===== src/rtl/instruction_loader.sv =====
// instruction_loader
//   Receives a program image over a byte stream and writes it, one 32-bit
//   word at a time, into instruction memory while holding the CPU in reset.
//   Stream format: len[7:0], len[15:8] (word count), then 4*len data bytes,
//   each word little-endian. len == 0 finishes at once; len > 512 is rejected.
//
// Ports
//   clock        in   system clock, all state on rising edge
//   reset        in   asynchronous active-low reset
//   start        in   one-cycle request to begin a load session
//   rx_data      in   incoming program byte
//   rx_valid     in   rx_data valid
//   rx_ready     out  loader can accept a byte (transfer on rx_valid && rx_ready)
//   mem_we       out  instruction-memory write enable (one cycle per word)
//   mem_addr     out  instruction-memory word address
//   mem_wdata    out  instruction word to write
//   cpu_hold     out  holds the CPU in reset while high
//   busy         out  load session in progress
//   done         out  last session completed successfully (level)
//   error        out  last session rejected (level)
//   words_loaded out  words written in the current or last session
module instruction_loader (
   input  logic        clock,
   input  logic        reset,
   input  logic        start,
   input  logic [7:0]  rx_data,
   input  logic        rx_valid,
   output logic        rx_ready,
   output logic        mem_we,
   output logic [8:0]  mem_addr,
   output logic [31:0] mem_wdata,
   output logic        cpu_hold,
   output logic        busy,
   output logic        done,
   output logic        error,
   output logic [9:0]  words_loaded
);

   typedef enum logic [2:0] {
      IDLE, LEN_LO, LEN_HI, DATA, WRITE, DONE, ERR
   } state_t;

   state_t      state;
   state_t      nxt;
   logic [7:0]  len_lo;
   logic [9:0]  len_q;
   logic [8:0]  word_idx;
   logic [1:0]  byte_cnt;
   logic [23:0] word_buf;
   logic        accept;
   logic [15:0] full_len;

   assign accept   = rx_valid & rx_ready;
   assign full_len = {rx_data, len_lo};

   always_comb begin
      nxt = state;
      case (state)
         IDLE, DONE, ERR: if (start) nxt = LEN_LO;
         LEN_LO:          if (accept) nxt = LEN_HI;
         LEN_HI: begin
            if (accept) begin
               if (full_len == 16'd0)
                  nxt = DONE;
               else if (full_len > 16'd512)
                  nxt = ERR;
               else
                  nxt = DATA;
            end
         end
         DATA:            if (accept && byte_cnt == 2'd3) nxt = WRITE;
         WRITE:           nxt = (words_loaded + 10'd1 == len_q) ? DONE : DATA;
         default:         nxt = IDLE;
      endcase
   end

   // Status outputs are registered by decoding the next state, so they
   // change on the same edge as the state register.
   always_ff @(posedge clock or negedge reset) begin
      if (!reset) begin
         state        <= IDLE;
         rx_ready     <= 1'b0;
         mem_we       <= 1'b0;
         mem_addr     <= '0;
         mem_wdata    <= '0;
         cpu_hold     <= 1'b1;
         busy         <= 1'b0;
         done         <= 1'b0;
         error        <= 1'b0;
         words_loaded <= '0;
         len_lo       <= '0;
         len_q        <= '0;
         word_idx     <= '0;
         byte_cnt     <= '0;
         word_buf     <= '0;
      end else begin
         state    <= nxt;
         rx_ready <= (nxt == LEN_LO) || (nxt == LEN_HI) || (nxt == DATA);
         busy     <= (nxt == LEN_LO) || (nxt == LEN_HI) || (nxt == DATA) || (nxt == WRITE);
         mem_we   <= (nxt == WRITE);
         cpu_hold <= (nxt != DONE);
         done     <= (nxt == DONE);
         error    <= (nxt == ERR);

         case (state)
            IDLE, DONE, ERR: begin
               if (start) words_loaded <= '0;
            end
            LEN_LO: begin
               if (accept) len_lo <= rx_data;
            end
            LEN_HI: begin
               if (accept) begin
                  len_q    <= full_len[9:0];
                  word_idx <= '0;
                  byte_cnt <= '0;
               end
            end
            DATA: begin
               if (accept) begin
                  byte_cnt <= byte_cnt + 2'd1;
                  case (byte_cnt)
                     2'd0: word_buf[7:0]   <= rx_data;
                     2'd1: word_buf[15:8]  <= rx_data;
                     2'd2: word_buf[23:16] <= rx_data;
                     default: begin
                        mem_addr  <= word_idx;
                        mem_wdata <= {rx_data, word_buf};
                     end
                  endcase
               end
            end
            WRITE: begin
               words_loaded <= words_loaded + 10'd1;
               // Index stays put on the final word so it never passes 511.
               if (nxt == DATA) word_idx <= word_idx + 9'd1;
            end
            default: ;
         endcase
      end
   end

endmodule

===== config.mk =====
export PLATFORM = sky130hd
export DESIGN_NAME = instruction_loader
export DESIGN_NICKNAME = d
export VERILOG_FILES = /design/src/rtl/instruction_loader.sv
export SDC_FILE = /design/constraint.sdc
export NUM_CORES = 1
export LEC_CHECK = 0
export CAP_MARGIN = 10
export CORE_ASPECT_RATIO = 1.2
export CORE_UTILIZATION = 49
export CTS_CLUSTER_DIAMETER = 200
export CTS_CLUSTER_SIZE = 12
export DETAILED_ROUTE_END_ITERATION = 8
export PLACE_DENSITY_LB_ADDON = 0.25
export SLEW_MARGIN = 20
export SYNTH_ARGS = -nofsm -noshare
export SYNTH_HDL_FRONTEND = slang
export SYNTH_SLANG_ARGS = --single-unit

===== constraint.sdc =====
create_clock -name clock -period 2.1 [get_ports clock]
set_clock_uncertainty 0.05 [all_clocks]
set_input_delay 0.42 -clock clock [delete_from_list [all_inputs] [get_ports clock]]
set_output_delay 0.42 -clock clock [all_outputs]
set_load 0.01 [all_outputs]

==> results of run 1 <==
[state kept, by name (all words and copies together) (netlist names)]
signal,flops
mem_we,1
words_loaded,10
mem_addr,9
word_buf,24
cpu_hold,1
error,1
done,1
mem_wdata,32
len_lo,8
len_q,10
word_idx,9
state,3
rx_ready,1
busy,1
byte_cnt,2
[synthesized netlist by cell type, types with 2 or more instances]
library cell | instances | area share
inv_1 | 4 | 0.0030
o41ai_1 | 2 | 0.0035
nor3b_1 | 2 | 0.0030
nand4_4 | 2 | 0.0086
nor2_4 | 2 | 0.0045
nor3_1 | 6 | 0.0060
buf_1 | 5 | 0.0038
o31ai_1 | 6 | 0.0091
clkbuf_1 | 3 | 0.0023
and2_1 | 2 | 0.0025
o21ai_0 | 17 | 0.017
and3_1 | 4 | 0.0050
buf_4 | 2 | 0.0030
o211ai_1 | 3 | 0.0045
mux2_2 | 84 | 0.19
nand3_1 | 16 | 0.016
buf_2 | 3 | 0.0030
dfrtp_1 | 112 | 0.56
nor4_1 | 3 | 0.0038
a21oi_1 | 9 | 0.0091
xnor2_1 | 12 | 0.021
ha_1 | 7 | 0.018
nand4_1 | 4 | 0.0050
or3_1 | 2 | 0.0025
xor2_1 | 8 | 0.014
nand2_1 | 20 | 0.015
nor2_1 | 21 | 0.016
[final cells by class]
type,instances,area (um2),area share
clock inverter,13,184,0.0260
tap,123,154,0.0218
sequential,113,2840,0.401
multi-input combinational,251,2210,0.313
clock buffer,19,443,0.0627
inverter,5,18.8,0.00266
timing repair buffer,128,1220,0.172
[repair_timing]
| item | 4_1_cts | 5_1_grt |
|---|---|---|
| resized for setup | 14 | 24 |
| hold buffers | 1 | 0 |
| gates cloned | 0 | 0 |
| setup endpoints to repair | 13 | 13 |
| hold endpoints to repair | 45 | 0 |
| setup buffers | 5 | 5 |
| pin swaps | 4 | 21 |
[worst reg2reg max path: stages, from the launching register on]
cell and delay [ps]:
dfrtp_2 480, and4_1 260, nand2_1 80, o32ai_2 360
nor2_4 90, buf_4 170, o31ai_4 340, and3_1 230
[logic make-up (layout without fill, tap and decap cells)]
logic type	count (synthesis)	count (layout)	synth area share
AO/OA/AOI/OAI	47	47	0.0607
buffers and inverters	18	165	0.0159
adder cells (fa/ha/maj)	7	7	0.0176
XOR/XNOR	21	21	0.0386
multiplexers	84	84	0.191
AND/OR/NAND/NOR	92	92	0.107
flip-flops	113	113	0.570
[power breakdown]
| part | internal (mW) | leakage [nW] | total, mW | switching (mW) |
|---|---|---|---|---|
| Sequential | 2.92 | 1.48 | 3.43 | 0.507 |
| Clock | 2.02 | 0.300 | 3.04 | 1.02 |
| Combinational | 1.76 | 1.42 | 3.10 | 1.34 |
[per-layer routing]
metal / track usage / share of wire / up-vias
li1: - / - / 1645
met1: 0.282 / 0.40 / 1817
met2: 0.397 / 0.51 / 130
met3: 0.0698 / 0.054 / 36
met4: 0.125 / 0.039 / 0
met5: 0 / 0 / -
[cells in the final DEF (no fill, tap or decap), types with 9 or more instances in the layout]
cell and count:
mux2_2 84, a21oi_1 9, buf_4 49, nor2_1 21, o21ai_0 14, nand3_1 10, dfrtp_1 107, nand2_1 18
clkdlybuf4s50_1 67, clkbuf_16 17
[how the worst min path moves through the flow]
stage                               to  startpoint  slack (ps)
2_1_floorplan           busy$_DFF_PN0_       reset          70
3_3_place_gp   mem_addr[6]$_DFFE_PN0P_       reset         180
3_5_place_dp   mem_addr[6]$_DFFE_PN0P_       reset         180
4_1_cts        mem_addr[6]$_DFFE_PN0P_       reset         290
5_1_grt        mem_addr[6]$_DFFE_PN0P_       reset         300
6_report       mem_addr[6]$_DFFE_PN0P_       reset         300
==> impl_metrics.py, run 1 <==
metrics = {
    "worst_setup_path": {
        "critPathLaunchType": "flop",
        "crit_type": "flop to flop",
        "crit_cells": 7,
        "startpoint": "words_loaded[3]$_DFFE_PN0P_",
        "endpoint_kind": "flop",
        "path_buf_inv": 1,
        "cp.arrival_ps": 2430,
        "r2r_start": "words_loaded[3]$_DFFE_PN0P_",
        "reg2reg_depth": 7,
        "endpoint": "done$_DFF_PN0_",
        "crit_chain": "and4_1 -> nand2_1 -> o32ai_2 -> nor2_4 -> buf_4 -> o31ai_4 -> and3_1",
        "crit_family": "compound AO/OA/AOI/OAI gates",
        "slowest_stage": "dfrtp_2",
        "rr_endpoint": "done$_DFF_PN0_",
        "required_ps": 2400,
        "rrSetupSlack_ps": -30,
        "crit_fanout": 9,
        "max_stage_delay_ps": 480,
    },
    "global_route": {
        "grt_pass1_wl_um": 18800,
        "grt_pass1_vias": 3833,
        "grt_start_max_net_pins": 69,
        "antenna_found_initial": 0,
        "grt.overflow.total": 0,
        "track_usage": 0.240,
    },
    "clock_tree": {
        "h-tree-depth": 4,
        "clk_latency_ps": 420,
        "cts-root-buf": "clkbuf_16",
        "clockBufferDepth": 2,
        "cts_buffers": 17,
        "cts_tree": "built",
        "cts.sinks": 113,
        "path_clk_slew_ps": 50,
    },
    "layout": {
        "fin_area_um2": 7060,
        "area_growth_pct": 42.2,
        "diodes": 0,
        "instances_no_fill": 652,
        "drive_above_1_share": 0.406,
        "fin_util": 0.731,
        "nNetsFinal": 535,
        "fillCellCount": 641,
    },
    "synthesis": {
        "yosys_register_bits": 113,
        "synth_cells": 382,
        "synthFlopType": "dfrtp_1",
        "syn_nets": 401,
        "ys_types": 48,
        "ys_seq_area_frac": 0.570,
        "syn_avg_cell_area_um2": 13.0,
        "async_flop_share": 1.00,
        "synth_edf_count": 0,
        "synth_area_um2": 4960,
        "synth_warnings": 0,
    },
    "sta": {
        "finalHoldViolCount": 0,
        "max_freq_mhz": 469,
        "finalCriticalPeriod_ps": 2130,
        "layout_worst_path_cycle_share": 1.02,
        "rsz0062_at_grt": "yes",
        "fin_ws_ps": -33.7,
        "maxSlewHeadroom": 0.747,
        "tightest_slew_ps": 376,
        "holdWs_ps": 299,
        "finalSetupTns_ps": -33.7,
        "setup_violations": 1,
        "slew_violations": 0,
    },
    "routing": {
        "drc": 0,
        "wirelength_um": 11800,
        "vias": 3628,
        "antenna_left": 0,
        "drt_iter0_markers": 185,
        "via_per_inst": 5.56,
        "first_pass_iters": 4,
        "wire_per_inst_um": 18.1,
    },
    "floorplan": {
        "start_util": 0.514,
        "die_area_um2": 10500,
        "core-area_um2": 9660,
        "chipWidth_um": 93.9,
        "boundaryPins": 69,
        "die_y_um": 112,
        "row_count": 39,
    },
    "placed_design": {
        "dp_cells": 609,
        "place_area_um2": 6180,
        "dpl.hpwl_um": 7600,
        "gp_congestion": 0.885,
        "pre_cts_slack_ps": -428,
        "numPortBuffers": 68,
    },
    "outcome": {
        "violations": "negative setup slack",
        "status": "finished with violations",
    },
    "job": {
        "drv_cap": 0,
    },
    "pwr": {
        "peakVddDrop_v": 0.000925,
        "p_per_area_nw_per_um2": 1350,
        "power_mw": 9.56,
        "leakage_nw": 3.19,
    },
    "worst_hold_path": {
        "min_path_type": "input port to asynchronous set/reset pin",
    },
}
Power figures use the tool's default switching activity.
==> inputs of run 2 (changes only) <==
--- a/config.mk
+++ b/config.mk
@@ -11,6 +11,7 @@
 export CTS_CLUSTER_DIAMETER = 200
 export CTS_CLUSTER_SIZE = 12
 export DETAILED_ROUTE_END_ITERATION = 8
+export GPL_TIMING_DRIVEN = 0
 export PLACE_DENSITY_LB_ADDON = 0.25
 export SLEW_MARGIN = 20
 export SYNTH_ARGS = -nofsm -noshare
==> constraint.sdc (replaced) <==
create_clock -name clock -period 1.87 [get_ports clock]
set_clock_uncertainty 0.05 [all_clocks]
set_input_delay 0.374 -clock clock [delete_from_list [all_inputs] [get_ports clock]]
set_output_delay 0.374 -clock clock [all_outputs]
set_load 0.01 [all_outputs]
==> impl_metrics.py, run 2 (synthesized netlist as in run 1, its figures left out) <==
metrics = {
    "sta": {
        "slew_violations": 0,
        "fin_ws_ps": -242,
        "layout_worst_path_cycle_share": 1.13,
        "finalCriticalPeriod_ps": 2110,
        "finalHoldViolCount": 0,
        "finalSetupTns_ps": -2700,
        "tightest_slew_ps": 615,
        "setup_violations": 15,
        "rsz0062_at_grt": "yes",
        "maxSlewHeadroom": 0.590,
        "max_freq_mhz": 473,
        "holdWs_ps": 414,
    },
    "floorplan": {
        "boundaryPins": 69,
        "core-area_um2": 9660,
        "chipWidth_um": 93.9,
        "die_area_um2": 10500,
        "start_util": 0.514,
        "row_count": 39,
        "die_y_um": 112,
    },
    "clock_tree": {
        "clk_latency_ps": 410,
        "h-tree-depth": 4,
        "cts.sinks": 113,
        "cts_buffers": 17,
        "clockBufferDepth": 2,
        "cts-root-buf": "clkbuf_16",
        "cts_tree": "built",
        "path_clk_slew_ps": 50,
    },
    "worst_hold_path": {
        "min_path_type": "input port to asynchronous set/reset pin",
    },
    "routing": {
        "wire_per_inst_um": 18.0,
        "wirelength_met1_um": 4570,
        "vias": 3508,
        "via_per_inst": 5.60,
        "route.met3.wl_um": 546,
        "drt_iter0_markers": 209,
        "top_layer": "met4",
        "wl_met2_um": 5990,
        "first_pass_iters": 4,
        "wirelength_um": 11300,
        "drc": 0,
        "antenna_left": 0,
    },
    "layout": {
        "final_common_cell": "dfrtp_1",
        "top_regs": "mem_wdata (32), word_buf (24)",
        "layout_common_cells": "dfrtp_1, mux2_2, clkdlybuf4s50_1",
        "diodes": 0,
        "area_growth_pct": 39.7,
        "fin_area_um2": 6940,
        "fillCellCount": 642,
        "top_register": "mem_wdata",
        "nNetsFinal": 509,
        "largest_reg_flops": 32,
        "drive_above_1_share": 0.408,
    },
    "worst_setup_path": {
        "crit_top_cell": "nor2_4",
        "slowest_stage": "dfrtp_2",
        "endpoint": "word_idx[7]$_DFFE_PN0P_",
        "max_stage_delay_ps": 430,
        "required_ps": 2150,
        "reg2reg_depth": 8,
        "crit_type": "flop to flop",
        "crit_cells": 8,
        "rrSetupSlack_ps": -240,
        "crit_chain": "ha_4 -> nand3_4 -> xnor2_2 -> o32ai_2 -> nor2_4 -> nor2_4 -> or4_1 -> a21oi_1",
        "critPathLaunchType": "flop",
        "path_buf_inv": 0,
        "startpoint": "words_loaded[1]$_DFFE_PN0P_",
        "rr_endpoint": "word_idx[7]$_DFFE_PN0P_",
        "endpoint_kind": "flop",
        "cp.arrival_ps": 2400,
        "crit_fanout": 9,
        "crit_family": "simple AND/OR/NAND/NOR gates",
        "r2r_start": "words_loaded[1]$_DFFE_PN0P_",
    },
    "placed_design": {
        "pre_cts_slack_ps": -894,
        "place_area_um2": 5970,
        "gp_congestion": 0.860,
        "dpl.hpwl_um": 7090,
        "numPortBuffers": 67,
    },
    "pwr": {
        "power_mw": 10.5,
        "swShare": 0.303,
        "switching_power_mw": 3.19,
        "leakage_nw": 3.11,
        "clkPwrFrac": 0.319,
        "p_per_area_nw_per_um2": 1520,
        "combPwrFrac": 0.315,
        "internal_power_mw": 7.34,
        "p_seq_frac": 0.366,
        "peakVddDrop_v": 0.000978,
    },
    "global_route": {
        "track_usage": 0.231,
        "grt.overflow.total": 0,
        "grt_start_max_net_pins": 69,
        "antenna_found_initial": 0,
        "grt_pass1_wl_um": 18300,
        "grt_pass1_vias": 3652,
    },
    "job": {
        "drv_cap": 0,
    },
    "outcome": {
        "status": "finished with violations",
        "violations": "negative setup slack",
    },
}
## run 2: cell count changes in the layout (fill, tap and decap cells not counted), sizes merged
cell / change
buf: -26
dlymetal6s2s: +3
clkbuf: +1
clkinvlp: +2
clkinv: -2
dlygate4sd2: +3
clkdlybuf4s50: -7
## run 2: what timing repair did
action / CTS / global route
resized for setup: 35 / 19
hold endpoints to repair: 45 / 0
endpoints found under the setup margin: 104 / 87
buffers inserted: 8 / 12
pin swaps: 13 / 14
hold buffers: 1 / 0
## run 2: layer usage
layer	global-route usage	vias up
met5	0	-
met4	0.0779	0
met1	0.273	1799
li1	-	1599
met3	0.0840	13
met2	0.387	97
## run 2: worst reg2reg max path, delay by kind of cell, from the launching register on
kind | cells | cell delay, ps
AND/OR/NAND/NOR | 4 | 920
flip-flops | 1 | 430
AO/OA/AOI/OAI | 2 | 250
adder cells (fa/ha/maj) | 1 | 220
XOR/XNOR | 1 | 180
## run 2: worst min path at each step
stage	from	endpoint	slack, ps	depth (start not counted)
floorplan	reset	busy$_DFF_PN0_	30	0
global placement	word_buf[9]$_DFFE_PN0P_	mem_wdata[9]$_DFFE_PN0P_	430	1
detailed placement	reset	word_idx[7]$_DFFE_PN0P_	290	1
CTS	reset	word_idx[6]$_DFFE_PN0P_	430	2
global route	reset	word_idx[6]$_DFFE_PN0P_	460	2
finish	reset	word_idx[6]$_DFFE_PN0P_	410	2
## run 2: layout make-up
type | count | area, um2 | area share
plain buffers | 13 | 92.6 | 0.0133
well taps | 123 | 154 | 0.0222
multi-input cells | 251 | 2340 | 0.337
clock buffers | 19 | 443 | 0.0638
repair buffers | 89 | 867 | 0.125
flip-flops and latches | 113 | 2840 | 0.409
clock inverters | 13 | 185 | 0.0267
inverters | 5 | 21.3 | 0.00307
## run 2: power groups by stage
stage | clock [mW] | combinational [mW] | sequential (mW)
2_1_floorplan | 0 | 1.75 | 3.87
3_3_place_gp | 0 | 2.86 | 3.80
3_5_place_dp | 0 | 2.95 | 3.85
4_1_cts | 3.43 | 3.19 | 3.83
5_1_grt | 3.55 | 3.57 | 3.96
6_report | 3.36 | 3.32 | 3.86
## run 2: per-stage QoR
step,std cells,utilization
2_1_floorplan,382,-
3_3_place_gp,572,0.615
3_5_place_dp,573,0.618
4_1_cts,614,0.700
5_1_grt,626,0.718
6_report,626,0.718
==> inputs of run 3 (changes only) <==
--- a/config.mk
+++ b/config.mk
@@ -6,7 +6,7 @@
 export NUM_CORES = 1
 export LEC_CHECK = 0
 export CAP_MARGIN = 10
-export CORE_ASPECT_RATIO = 1.2
+export CORE_ASPECT_RATIO = 1.75
 export CORE_UTILIZATION = 49
 export CTS_CLUSTER_DIAMETER = 200
 export CTS_CLUSTER_SIZE = 12
==> constraint.sdc (replaced) <==
create_clock -name clock -period 1.7 [get_ports clock]
set_clock_uncertainty 0.05 [all_clocks]
set_input_delay 0.34 -clock clock [delete_from_list [all_inputs] [get_ports clock]]
set_output_delay 0.34 -clock clock [all_outputs]
set_load 0.01 [all_outputs]
==> impl_metrics.py, run 3 (synthesized netlist as in run 1, its figures left out) <==
metrics = {
    "outcome": {
        "status": "finished with violations",
        "violations": "negative setup slack",
    },
    "pwr": {
        "leakage_nw": 3.60,
        "combPwrFrac": 0.324,
        "peakVddDrop_v": 0.00120,
        "internal_power_mw": 8.07,
        "switching_power_mw": 3.72,
        "p_seq_frac": 0.359,
        "clkPwrFrac": 0.317,
        "swShare": 0.316,
        "p_per_area_nw_per_um2": 1650,
    },
    "clock_tree": {
        "clk_latency_ps": 410,
        "clockBufferDepth": 2,
        "cts.sinks": 113,
        "cts_tree": "built",
        "cts_buffers": 17,
        "h-tree-depth": 4,
        "cts-root-buf": "clkbuf_16",
        "path_clk_slew_ps": 50,
    },
    "sta": {
        "max_freq_mhz": 475,
        "finalCriticalPeriod_ps": 2100,
        "finalSetupTns_ps": -5760,
        "finalHoldViolCount": 0,
        "rsz0062_at_grt": "yes",
        "tightest_slew_ps": 574,
        "setup_violations": 16,
        "maxSlewHeadroom": 0.617,
        "fin_ws_ps": -405,
        "layout_worst_path_cycle_share": 1.24,
        "slew_violations": 0,
    },
    "worst_setup_path": {
        "critPathLaunchType": "flop",
        "crit_fanout": 6,
        "r2r_start": "words_loaded[1]$_DFFE_PN0P_",
        "required_ps": 1990,
        "startpoint": "words_loaded[1]$_DFFE_PN0P_",
        "endpoint_kind": "flop",
        "crit_type": "flop to flop",
        "cp.arrival_ps": 2390,
    },
    "job": {
        "drv_cap": 0,
    },
    "global_route": {
        "track_usage": 0.246,
        "antenna_found_initial": 0,
        "grt.overflow.total": 0,
        "grt_pass1_vias": 3797,
        "grt_pass1_wl_um": 19300,
        "grt_start_max_net_pins": 76,
    },
    "routing": {
        "antenna_left": 0,
        "drc": 0,
        "wirelength_um": 12300,
        "wire_per_inst_um": 19.2,
        "drt_iter0_markers": 93,
        "vias": 3549,
        "first_pass_iters": 4,
        "via_per_inst": 5.55,
    },
    "placed_design": {
        "numPortBuffers": 67,
        "place_area_um2": 5990,
        "gp_congestion": 0.832,
        "dpl.hpwl_um": 7630,
    },
    "floorplan": {
        "die_area_um2": 10600,
        "start_util": 0.504,
        "die_y_um": 135,
        "chipWidth_um": 78.1,
        "boundaryPins": 69,
        "row_count": 48,
        "core-area_um2": 9850,
    },
    "worst_hold_path": {
        "min_path_type": "input port to asynchronous set/reset pin",
    },
    "layout": {
        "area_growth_pct": 44.2,
        "nNetsFinal": 520,
        "top_regs": "mem_wdata (32), word_buf (24)",
        "fin_area_um2": 7160,
        "fin_util": 0.727,
        "drive_above_1_share": 0.422,
        "final_common_cell": "dfrtp_1",
        "diodes": 0,
        "layout_common_cells": "dfrtp_1, mux2_2, dlygate4sd2_1",
        "top_register": "mem_wdata",
        "largest_reg_flops": 32,
    },
}
[run 3: changes by cell type in the layout (fill, tap and decap cells not counted), sizes merged, moves of 3 or more]
cell,change
clkdlybuf4s50,-46
clkinv,+3
dlygate4sd2,+31
buf,+8
dlymetal6s2s,+14
[run 3: worst max-delay path, cell delays in order (launching register included)]
cell,delay (ps)
dfrtp_2,420
ha_4,220
nand3_4,110
xnor2_2,150
o32ai_2,340
nor2_4,130
buf_4,170
nor2_2,200
o21ai_1,100
a21oi_1,140
[run 3: per-stage QoR]
step	power [mW]	worst slack [ps]	hold slack (ps)	cells
after floorplan	6.21	-238	-5.59	382
after global placement	7.37	-4290	434	574
after detailed placement	7.55	-860	216	575
after CTS	11.5	-402	358	627
after global routing	12.3	-515	385	639
final	11.8	-405	348	639
[run 3: final timing paths]
path / cells after the start / slack (ps) / to
min: 2 / 350 / word_idx[4]$_DFFE_PN0P_
max reg2reg: 9 / -400 / word_idx[6]$_DFFE_PN0P_
min in group clock: 5 / 410 / mem_we$_DFF_PN0_
max: 9 / -400 / word_idx[6]$_DFFE_PN0P_
max in group asynchronous: 3 / 550 / cpu_hold$_DFF_PN1_
min reg2reg: 1 / 450 / mem_addr[7]$_DFFE_PN0P_
[run 3: area by class of cell]
cell class	instances	area, um2
buffer	13	145
clock buffer	18	439
clock inverter	14	188
fill	675	2690
inverter	5	23.8
multi-input combinational	252	2390
sequential	113	2840
tap	125	156
timing repair buffer	99	986
[run 3: per-layer routing]
layer  track usage  vias up  share of wire
li1              -     1617              -
met1         0.253     1813           0.36
met2         0.448       94           0.58
met3        0.0606       25          0.036
met4         0.136        0          0.025
met5             0        -              0
[run 3: power by group through the flow]
stage / logic, mW / clock network, mW / registers [mW]
final: 3.82 / 3.74 / 4.23
after global placement: 3.18 / 0 / 4.19
after floorplan: 1.94 / 0 / 4.26
after global routing: 4.08 / 3.90 / 4.34
after CTS: 3.48 / 3.77 / 4.22
after detailed placement: 3.30 / 0 / 4.25
[run 3: repair_timing]
item | 4_1_cts | 5_1_grt
gates resized for setup | 70 | 50
cloned | 1 | 2
endpoints found under the hold margin | 38 | 0
hold buffers | 1 | 0
buffers inserted | 18 | 10
endpoints found under the setup margin | 138 | 118
pin swaps | 13 | 11
